==> config.mk <==
export PLATFORM = sky130hd
export DESIGN_NAME = shift_add_multiplier_32b
export DESIGN_NICKNAME = d
export VERILOG_FILES = /design/src/rtl/mult_defs.sv /design/src/rtl/carry_lookahead_adder_32b.sv /design/src/rtl/shift_add_multiplier_32b.sv
export SDC_FILE = /design/constraint.sdc
export NUM_CORES = 1
export LEC_CHECK = 0
export CAP_MARGIN = 40
export CORE_ASPECT_RATIO = 1.1
export CORE_MARGIN = 2
export CORE_UTILIZATION = 57
export DETAILED_ROUTE_END_ITERATION = 12
export PLACE_DENSITY = 0.85
export SETUP_SLACK_MARGIN = 0.05
export SLEW_MARGIN = 5
export SYNTH_ARGS = -nofsm -noshare
export SYNTH_HDL_FRONTEND = slang
export SYNTH_SLANG_ARGS = --single-unit
==> constraint.sdc <==
create_clock -name clk -period 10.4 [get_ports clk]
set_input_delay 1.04 -clock clk [delete_from_list [all_inputs] [get_ports clk]]
set_output_delay 1.04 -clock clk [all_outputs]
set_load 0.1 [all_outputs]
==> src/rtl/mult_defs.sv <==
// Shared definitions for the 32x32 shift-and-add multiplier: FSM encodings,
// iteration count and the unsigned carry-out recovery used after the add step.
package mult_defs;

    localparam int          ITER_COUNT = 32;
    localparam logic [4:0]  LAST_COUNT = 5'(ITER_COUNT - 1);

    typedef enum logic [1:0] {
        IDLE = 2'd0,
        RUN  = 2'd1,
        DONE = 2'd2
    } state_t;

    // The adder exposes no carry-out, so rebuild it from the operand and sum MSBs.
    function automatic logic carry_out(input logic a_msb, input logic b_msb, input logic s_msb);
        return (a_msb & b_msb) | ((a_msb | b_msb) & ~s_msb);
    endfunction

endpackage

==> src/rtl/carry_lookahead_adder_32b.sv <==
// 32-bit adder built from eight 4-bit lookahead groups with group-level carry chaining.
module carry_lookahead_adder_32b (
    input  logic [31:0] A,
    input  logic [31:0] B,
    input  logic        C_in,
    output logic [31:0] S,
    output logic        overflow
);

    // Returns {carry into bit 32, carry into bit 31, sum}.
    function automatic logic [33:0] cla_add(input logic [31:0] a, input logic [31:0] b, input logic cin);
        logic [31:0] g;
        logic [31:0] p;
        logic [32:0] c;
        logic        grp_g;
        logic        grp_p;
        g    = a & b;
        p    = a ^ b;
        c    = 33'd0;
        c[0] = cin;
        for (int grp = 0; grp < 8; grp++) begin
            grp_g = 1'b0;
            grp_p = 1'b1;
            for (int k = 0; k < 4; k++) begin
                c[grp*4 + k + 1] = g[grp*4 + k] | (p[grp*4 + k] & c[grp*4 + k]);
                grp_g = g[grp*4 + k] | (p[grp*4 + k] & grp_g);
                grp_p = grp_p & p[grp*4 + k];
            end
            // Group carry-out from lookahead terms rather than the last ripple bit.
            c[grp*4 + 4] = grp_g | (grp_p & c[grp*4]);
        end
        return {c[32], c[31], p ^ c[31:0]};
    endfunction

    logic [33:0] w_res;

    assign w_res    = cla_add(A, B, C_in);
    assign S        = w_res[31:0];
    assign overflow = w_res[33] ^ w_res[32];

endmodule

==> src/rtl/shift_add_multiplier_32b.sv <==
// Unsigned 32x32 -> 64 multiplier: one add-and-shift step per cycle, fixed 32 iterations.
module shift_add_multiplier_32b
    import mult_defs::*;
(
    input  logic        clk,
    input  logic        rst_n,
    input  logic        start,
    input  logic [31:0] A,
    input  logic [31:0] B,
    output logic        ready,
    output logic        done,
    output logic [63:0] P
);

    state_t      r_state;
    state_t      w_next_state;
    logic [31:0] r_mcand;
    logic [31:0] r_hi;
    logic [31:0] r_lo;
    logic [4:0]  r_count;
    logic        r_done;
    logic [63:0] r_p;
    logic [31:0] w_addend;
    logic [31:0] w_sum;
    logic [31:0] w_hi_next;
    logic [31:0] w_lo_next;
    logic        w_cout;
    logic        w_last;
    logic        w_unused_ovf;

    assign w_addend = r_lo[0] ? r_mcand : 32'd0;

    carry_lookahead_adder_32b u_adder (
        .A        (r_hi),
        .B        (w_addend),
        .C_in     (1'b0),
        .S        (w_sum),
        .overflow (w_unused_ovf)
    );

    assign w_cout    = carry_out(r_hi[31], w_addend[31], w_sum[31]);
    assign w_hi_next = {w_cout, w_sum[31:1]};
    assign w_lo_next = {w_sum[0], r_lo[31:1]};
    assign w_last    = (r_count == LAST_COUNT);

    // State register.
    always_ff @(posedge clk or negedge rst_n) begin
        if (!rst_n) begin
            r_state <= IDLE;
        end else begin
            r_state <= w_next_state;
        end
    end

    // Next-state decode; start is only looked at while idle.
    always_comb begin
        w_next_state = r_state;
        case (r_state)
            IDLE: begin
                if (start) w_next_state = RUN;
                else       w_next_state = IDLE;
            end
            RUN: begin
                if (w_last) w_next_state = DONE;
                else        w_next_state = RUN;
            end
            DONE:    w_next_state = IDLE;
            default: w_next_state = IDLE;
        endcase
    end

    // Datapath: operand load, add-and-shift iterations, result capture and done pulse.
    always_ff @(posedge clk or negedge rst_n) begin
        if (!rst_n) begin
            r_mcand <= 32'd0;
            r_hi    <= 32'd0;
            r_lo    <= 32'd0;
            r_count <= 5'd0;
            r_p     <= 64'd0;
            r_done  <= 1'b0;
        end else begin
            r_done <= 1'b0;
            case (r_state)
                IDLE: begin
                    if (start) begin
                        r_mcand <= A;
                        r_hi    <= 32'd0;
                        r_lo    <= B;
                        r_count <= 5'd0;
                    end else begin
                        r_mcand <= r_mcand;
                        r_hi    <= r_hi;
                        r_lo    <= r_lo;
                        r_count <= r_count;
                    end
                end
                RUN: begin
                    r_hi    <= w_hi_next;
                    r_lo    <= w_lo_next;
                    r_count <= r_count + 5'd1;
                    if (w_last) begin
                        r_p    <= {w_hi_next, w_lo_next};
                        r_done <= 1'b1;
                    end else begin
                        r_p    <= r_p;
                        r_done <= 1'b0;
                    end
                end
                default: begin
                    r_mcand <= r_mcand;
                    r_hi    <= r_hi;
                    r_lo    <= r_lo;
                    r_count <= r_count;
                    r_p     <= r_p;
                end
            endcase
        end
    end

    assign ready = (r_state == IDLE);
    assign done  = r_done;
    assign P     = r_p;

endmodule

==> metrics.md, run 1 <==
| Metric | Value |
|---|---|
| Total grt overflow | `0` |
| Cts bufs inserted | `17` |
| Area fraction of the dominant cell type after synthesis | `between 50% and 60%` |
| Crit Path Category | `reg2reg` |
| Final instance area | `11,100 um^2` |
| Worst-Margin Slew | `between 800 and 900 ps` |
| Initial core utilization | `around three fifths` |
| Max-Cap Viols | `0` |
| Placed Area | `between 10,000 and 15,000 um^2` |
| Setup crit end kind | `flip-flop` |
| Vias in the first global route | `6,778` |
| Top FF cell, synth | `dfrtp_1` |
| Detail Placement HPWL | `between 10,000 and 15,000 um` |
| CP Launch Point | `r_lo[0]$_DFFE_PN0P_` |
| Fin crit share | `roughly 58%` |
| Post-Layout Cell Count | `roughly 1,100` |
| PD cells | `about 370 nW/um^2` |
| Worst-path fanout max | `33` |
| Top sig layer | `met4` |
| Yosys warning count | `0` |
| Post-CTS Setup Bufs | `0` |
| # fillers | `675` |
| Sink Count | `~170` |
| Mapped Avg Cell Area | `about 11 um^2` |
| Layout cells sized above 1 | `between 10% and 20%` |
| Max VDD drop | `about 200 uV` |
| FF-to-FF Start | `r_lo[0]$_DFFE_PN0P_` |
| Clock Path Buffers | `2` |
| DRT Wirelength | `21,100 um` |
| Largest net degree at the start of global routing | `96` |
| Leakage Power | `roughly 5.2 nW` |
| Area delta synth->final | `41.6%` |
| Final setup fails | `0` |
| Pre-antenna DRT Iters | `5` |
| Slew Viols, Final | `0` |
| Register area share after synthesis | `between 50% and 60%` |
| Gpl congestion | `about 0.81` |
| Placed cells | `1,050` |
| WL met1 | `8080 um` |
| Cell Area, Synth | `slightly below 8000 um^2` |
| Post-layout min period | `~6100 ps` |
| Number of remaining DRC errors | `0` |
| Synthesis-stage register bit count | `approximately 170` |
| Leading area contributor after synthesis | `dfrtp_1` |
| Clk pin slew, worst setup/hold paths | `60 ps` |
| Fmax achieved | `about 160 MHz` |
| Global router's overall resource usage | `between 30% and 40%` |
| Synth cell count leaders | `dfrtp_1, nand2_1, nor2_1` |
| Post-synth EDFFs | `0` |
| I/O pins | `around 130` |
| RSZ-0062 raised after global routing | `false` |
| PortBufs | `approximately 130` |
| Depth of the CTS H-tree | `4` |
| # rows | `between 40 and 50` |
| FF-to-FF End | `P[62]$_DFFE_PN0P_` |
| Outcome | `finished, final reports clean` |
| Mapped Nets | `about 800` |
| # hold bufs at CTS | `0` |
| Fin. Hold Viols | `0` |
| Synth top area cells | `dfrtp_1, mux2_2, fa_1` |
| Normalized max-slew margin | `a little over two fifths` |
| Asr flop ratio synth | `between 90% and 100%` |
| Antenna cells | `0` |
| Req. time, crit path | `10,730 ps` |
| Initial DRC Count | `570` |
| Later-pin clock latency in the skew report | `440 ps` |
| Core Region | `between 10,000 and 15,000 um^2` |
| CTS tree | `done` |
| Post_cts resized | `0` |
| Vias per cell | `5.69` |
| WL met2 | `roughly 11,000 um` |
| R2R Setup Slk | `4330 ps` |
| NumNets Final | `~1,000` |
| Sequential cell area | `approximately 4200 um^2` |
| Antenna viol nets, final | `0` |
| DP Worst Slack | `4590 ps` |
| WL met3 | `998 um` |
| Layout Skew | `just over 10 ps` |
| DIE HEIGHT | `between 100 and 150 um` |
| WP data arrival | `about 6400 ps` |
| Die ar. | `~15,000 um^2` |
| Netlist cell types | `36` |
| Cells after synthesis | `around 700` |
| WL/cell | `approximately 19 um` |
| Top-count cell post-synth | `dfrtp_1` |
| Worst Setup Slack, final | `4330 ps` |
| Clk root buf | `clkbuf_16` |
| HP Class | `reg2reg` |
| Routed vias | `6,154` |
| Multi-input gate area | `3260 um^2` |
| Reg2Reg Depth | `18` |
| Crit path capture | `P[62]$_DFFE_PN0P_` |
| CP startpoint kind | `flip-flop` |
| Global-route wire length before repair | `about 34,000 um` |
| Final core utilization | `~83%` |
| Die Span X | `around 120 um` |
| Initial antenna violation count | `0` |
| Setup_tns | `0 ps` |
## cell type report
| class | instances | share of cell area [%] |
|---|---|---|
| Tap cell | 184 | 2.08 |
| Timing Repair Buffer | 206 | 22.9 |
| Clock buffer | 21 | 4.33 |
| Clock inverter | 11 | 1.73 |
| Multi-Input combinational cell | 444 | 29.4 |
| Sequential cell | 168 | 37.9 |
| Inverter | 48 | 1.62 |
## worst min-delay path by stage
stage,from,end,slack (ps),cells past startpoint
floorplan,r_count[3]$_DFFE_PN0P_,r_count[3]$_DFFE_PN0P_,450,1
global placement,P[43]$_DFFE_PN0P_,P[43]$_DFFE_PN0P_,470,2
detailed placement,P[40]$_DFFE_PN0P_,P[40]$_DFFE_PN0P_,480,2
CTS,P[57]$_DFFE_PN0P_,P[57]$_DFFE_PN0P_,490,2
global route,P[38]$_DFFE_PN0P_,P[38]$_DFFE_PN0P_,510,2
finish,P[57]$_DFFE_PN0P_,P[57]$_DFFE_PN0P_,490,2
## critical path: stages, from the launching register on
cell and delay (ps):
dfrtp_1 320, buf_4 320, and2_1 190, ha_1 180, inv_1 70, fa_1 410, fa_1 420, fa_1 450
and4b_1 270, a211o_1 140, a21oi_2 90, nor4_1 650, o21ai_0 290, fa_1 460, fa_1 450, fa_1 390
inv_1 90, fa_1 450, mux2_2 280
## kinds of logic (layout without fill, tap and decap cells)
kind of cell,Yosys count,in the layout,synth area share (%)
simple gates,202,202,11.2
flops,168,168,53.7
compound gates,117,117,8.28
buf+inv,87,286,4.83
mux,67,67,10.6
fa+ha+maj,52,52,10.7
xor+xnor,6,6,0.671
## routing by layer
metal	up-vias	global-route usage, %
met5	-	0
met4	0	14.2
met3	63	6.78
met2	231	52.1
met1	3128	38.3
li1	2732	-
## report_power, final
| part | internal, mW | switching [mW] |
|---|---|---|
| Clock | 0.451 | 0.264 |
| Combinational | 0.897 | 1.33 |
| Sequential | 0.941 | 0.210 |
## registers in the layout, indices dropped and copies added, names as in the netlist
| register | cells |
|---|---|
| done | 1 |
| r_hi | 32 |
| r_count | 5 |
| r_lo | 32 |
| r_mcand | 32 |
| P | 64 |
| r_state | 2 |
## cells in the final DEF, fill, tap and decap left out, drive strengths merged, types with 2 or more instances in the layout
cell type,count
a21o,2
a21oi,10
and2,9
buf,75
bufinv,5
clkbuf,21
clkdlybuf4s50,131
clkinv,2
clkinvlp,3
dfrtp,168
fa,25
ha,27
inv,49
mux2,67
nand2,73
nand3,37
nand4,5
nor2,70
o21ai,68
o22ai,32
xor2,6
## stage by stage
step / power (mW) / hold WS, ps
floorplan: 2.52 / 449
global placement: 2.93 / 467
detailed placement: 3.31 / 479
CTS: 4.08 / 489
global route: 4.33 / 513
finish: 4.09 / 486
Power figures use the tool's default switching activity.
==> inputs of run 2 (changes only) <==
- CORE_UTILIZATION: 57 -> 48
- PLACE_DENSITY: 0.85 -> 0.76
- clock period: 10.4 -> 5.2 ns (I/O delays scaled with it)
==> metrics.md, run 2 (synthesis results as in run 1) <==
| Metric | Value |
|---|---|
| CTS tree | `done` |
| RSZ-0062 raised after global routing | `false` |
| Number of remaining DRC errors | `0` |
| Normalized max-slew margin | `a little over two fifths` |
| WP buf/inv | `2` |
| Outcome | `finished, final reports clean` |
| PortBufs | `132` |
| Final instance area | `between 10,000 and 15,000 um^2` |
| CP startpoint kind | `flip-flop` |
| Biggest cell delay along the critical path | `about 430 ps` |
| Cell with the largest stage delay on the worst path | `fa_1` |
| Vias per cell | `~5.3` |
| Placed cells | `1,066` |
| Antenna cells | `0` |
| FF-to-FF Start | `r_lo[0]$_DFFE_PN0P_` |
| Layout Skew | `slightly above 10 ps` |
| Clk pin slew, worst setup/hold paths | `70 ps` |
| Initial antenna violation count | `0` |
| WL/cell | `between 15 and 20 um` |
| Area delta synth->final | `41.1%` |
| Vias in the first global route | `between 5,000 and 6,000` |
| Total power draw | `~8 mW` |
| Crit-path most repeated cell | `fa_1` |
| Fin. Hold Viols | `0` |
| Max-Cap Viols | `0` |
| Most frequent cells in the layout | `dfrtp_1, clkdlybuf4s50_1, nand2_1` |
| Setup_tns | `0 ps` |
| Detail Placement HPWL | `approximately 13,000 um` |
| Depth of the CTS H-tree | `4` |
| Die Span X | `126 um` |
| CP cell instances | `and2_1 > ha_1 > inv_1 > fa_1 > fa_2 > fa_2 > and4b_1 > a211o_1 > a21oi_2 > nor4_4 > o21ai_2 > fa_2 > fa_1 > fa_1 > inv_1 > fa_1 > mux2_2` |
| Post-CTS Setup Bufs | `0` |
| Commonest non-fill, non-tap cell in the layout | `dfrtp_1` |
| Max FFs per register | `64` |
| Hold slack | `around 27 ps` |
| Slew Viols, Final | `0` |
| Placed Area | `about 10,000 um^2` |
| Initial core utilization | `just under 50%` |
| NumNets Final | `approximately 1,000` |
| Global-route wire length before repair | `between 30,000 and 40,000 um` |
| Pre-antenna DRT Iters | `4` |
| Setup crit end kind | `flip-flop` |
| Largest net degree at the start of global routing | `65` |
| Clock Path Buffers | `2` |
| Post-Layout Cell Count | `between 1,000 and 1,500` |
| Req. time, crit path | `about 5500 ps` |
| Worst-path fanout max | `3` |
| # fillers | `1,118` |
| Die ar. | `between 15,000 and 20,000 um^2` |
| Gpl congestion | `between 0.7 and 0.8` |
| Layout cells sized above 1 | `20.4%` |
| Antenna viol nets, final | `0` |
| Core Region | `approximately 16,000 um^2` |
| Clk root buf | `clkbuf_16` |
| Initial DRC Count | `around 420` |
| Cts bufs inserted | `17` |
| DIE HEIGHT | `around 140 um` |
| Later-pin clock latency in the skew report | `about 430 ps` |
| HP Class | `in2async` |
| Worst-Margin Slew | `843 ps` |
| Total grt overflow | `0` |
| Leakage Power | `around 5.2 nW` |
| # hold bufs at CTS | `0` |
| Routed vias | `5,794` |
| CP delay by family, top | `adder cells` |
| Sink Count | `168` |
| Post-layout min period | `roughly 5000 ps` |
| DRT Wirelength | `18,000 um` |
| Final setup fails | `0` |
| Fmax achieved | `around 210 MHz` |
| I/O pins | `~130` |
| Crit Path Category | `reg2reg` |
| Max VDD drop | `about 430 uV` |
| Fin crit share | `93.7%` |
| Global router's overall resource usage | `21.9%` |
| CP Launch Point | `r_lo[0]$_DFFE_PN0P_` |
| # rows | `48` |
| WP data arrival | `5180 ps` |
| PD cells | `between 700 and 800 nW/um^2` |
run 2: layer usage:
| metal | track usage (%) | up-vias | routed length, um |
|---|---|---|---|
| met2 | 36.5 | 148 | 9130 |
| met3 | 4.44 | 19 | 735 |
| met1 | 29.3 | 2876 | 7870 |
| met5 | 0 | - | 0 |
| li1 | - | 2751 | - |
| met4 | 6.65 | 0 | 293 |
run 2: power by group:
group	switching, mW	internal [mW]	total, mW
Combinational	2.52	1.78	4.30
Clock	0.527	0.771	1.30
Sequential	0.375	1.88	2.26
run 2: per-stage QoR:
stage / setup slack [ps] / util (%)
final: 327 / 69.7
after global routing: 83.8 / 69.7
after CTS: 180 / 69.6
after global placement: -65.8 / 58.4
after floorplan: 188 / -
after detailed placement: -93.8 / 65.7
run 2: path summary, 6_finish.rpt:
check	to	slack (ps)	cells after the start
setup / recovery	P[62]$_DFFE_PN0P_	330	17
hold / removal	P[25]$_DFFE_PN0P_	30	1
setup reg to reg	P[62]$_DFFE_PN0P_	330	17
hold reg to reg	r_count[3]$_DFFE_PN0P_	480	1
max in group asynchronous	P[24]$_DFFE_PN0P_	4040	2
min in group clk	r_count[3]$_DFFE_PN0P_	480	1
run 2: timing repair:
item / in CTS / in global routing
setup endpoints to repair: 2 / 1
resized for setup: 3 / 4
pin swaps: 1 / 1
run 2: area by class of cell:
type                    instances  area (um^2)  area share [%]
flip-flops and latches        168         4200            38.0
multi-input cells             444         3290            29.7
repair buffers                206         2520            22.8
clock inverters                14          170            1.54
inverters                      48          180            1.63
well taps                     200          250            2.26
clock buffers                  18          439            3.97
run 2: worst reg2reg max path: cells and delay by family, from the launching register on:
| family | cells | cell delay [ps] |
|---|---|---|
| flops | 1 | 380 |
| mux | 1 | 270 |
| simple gates | 3 | 680 |
| compound gates | 3 | 350 |
| buf+inv | 2 | 130 |
| fa+ha+maj | 8 | 2940 |
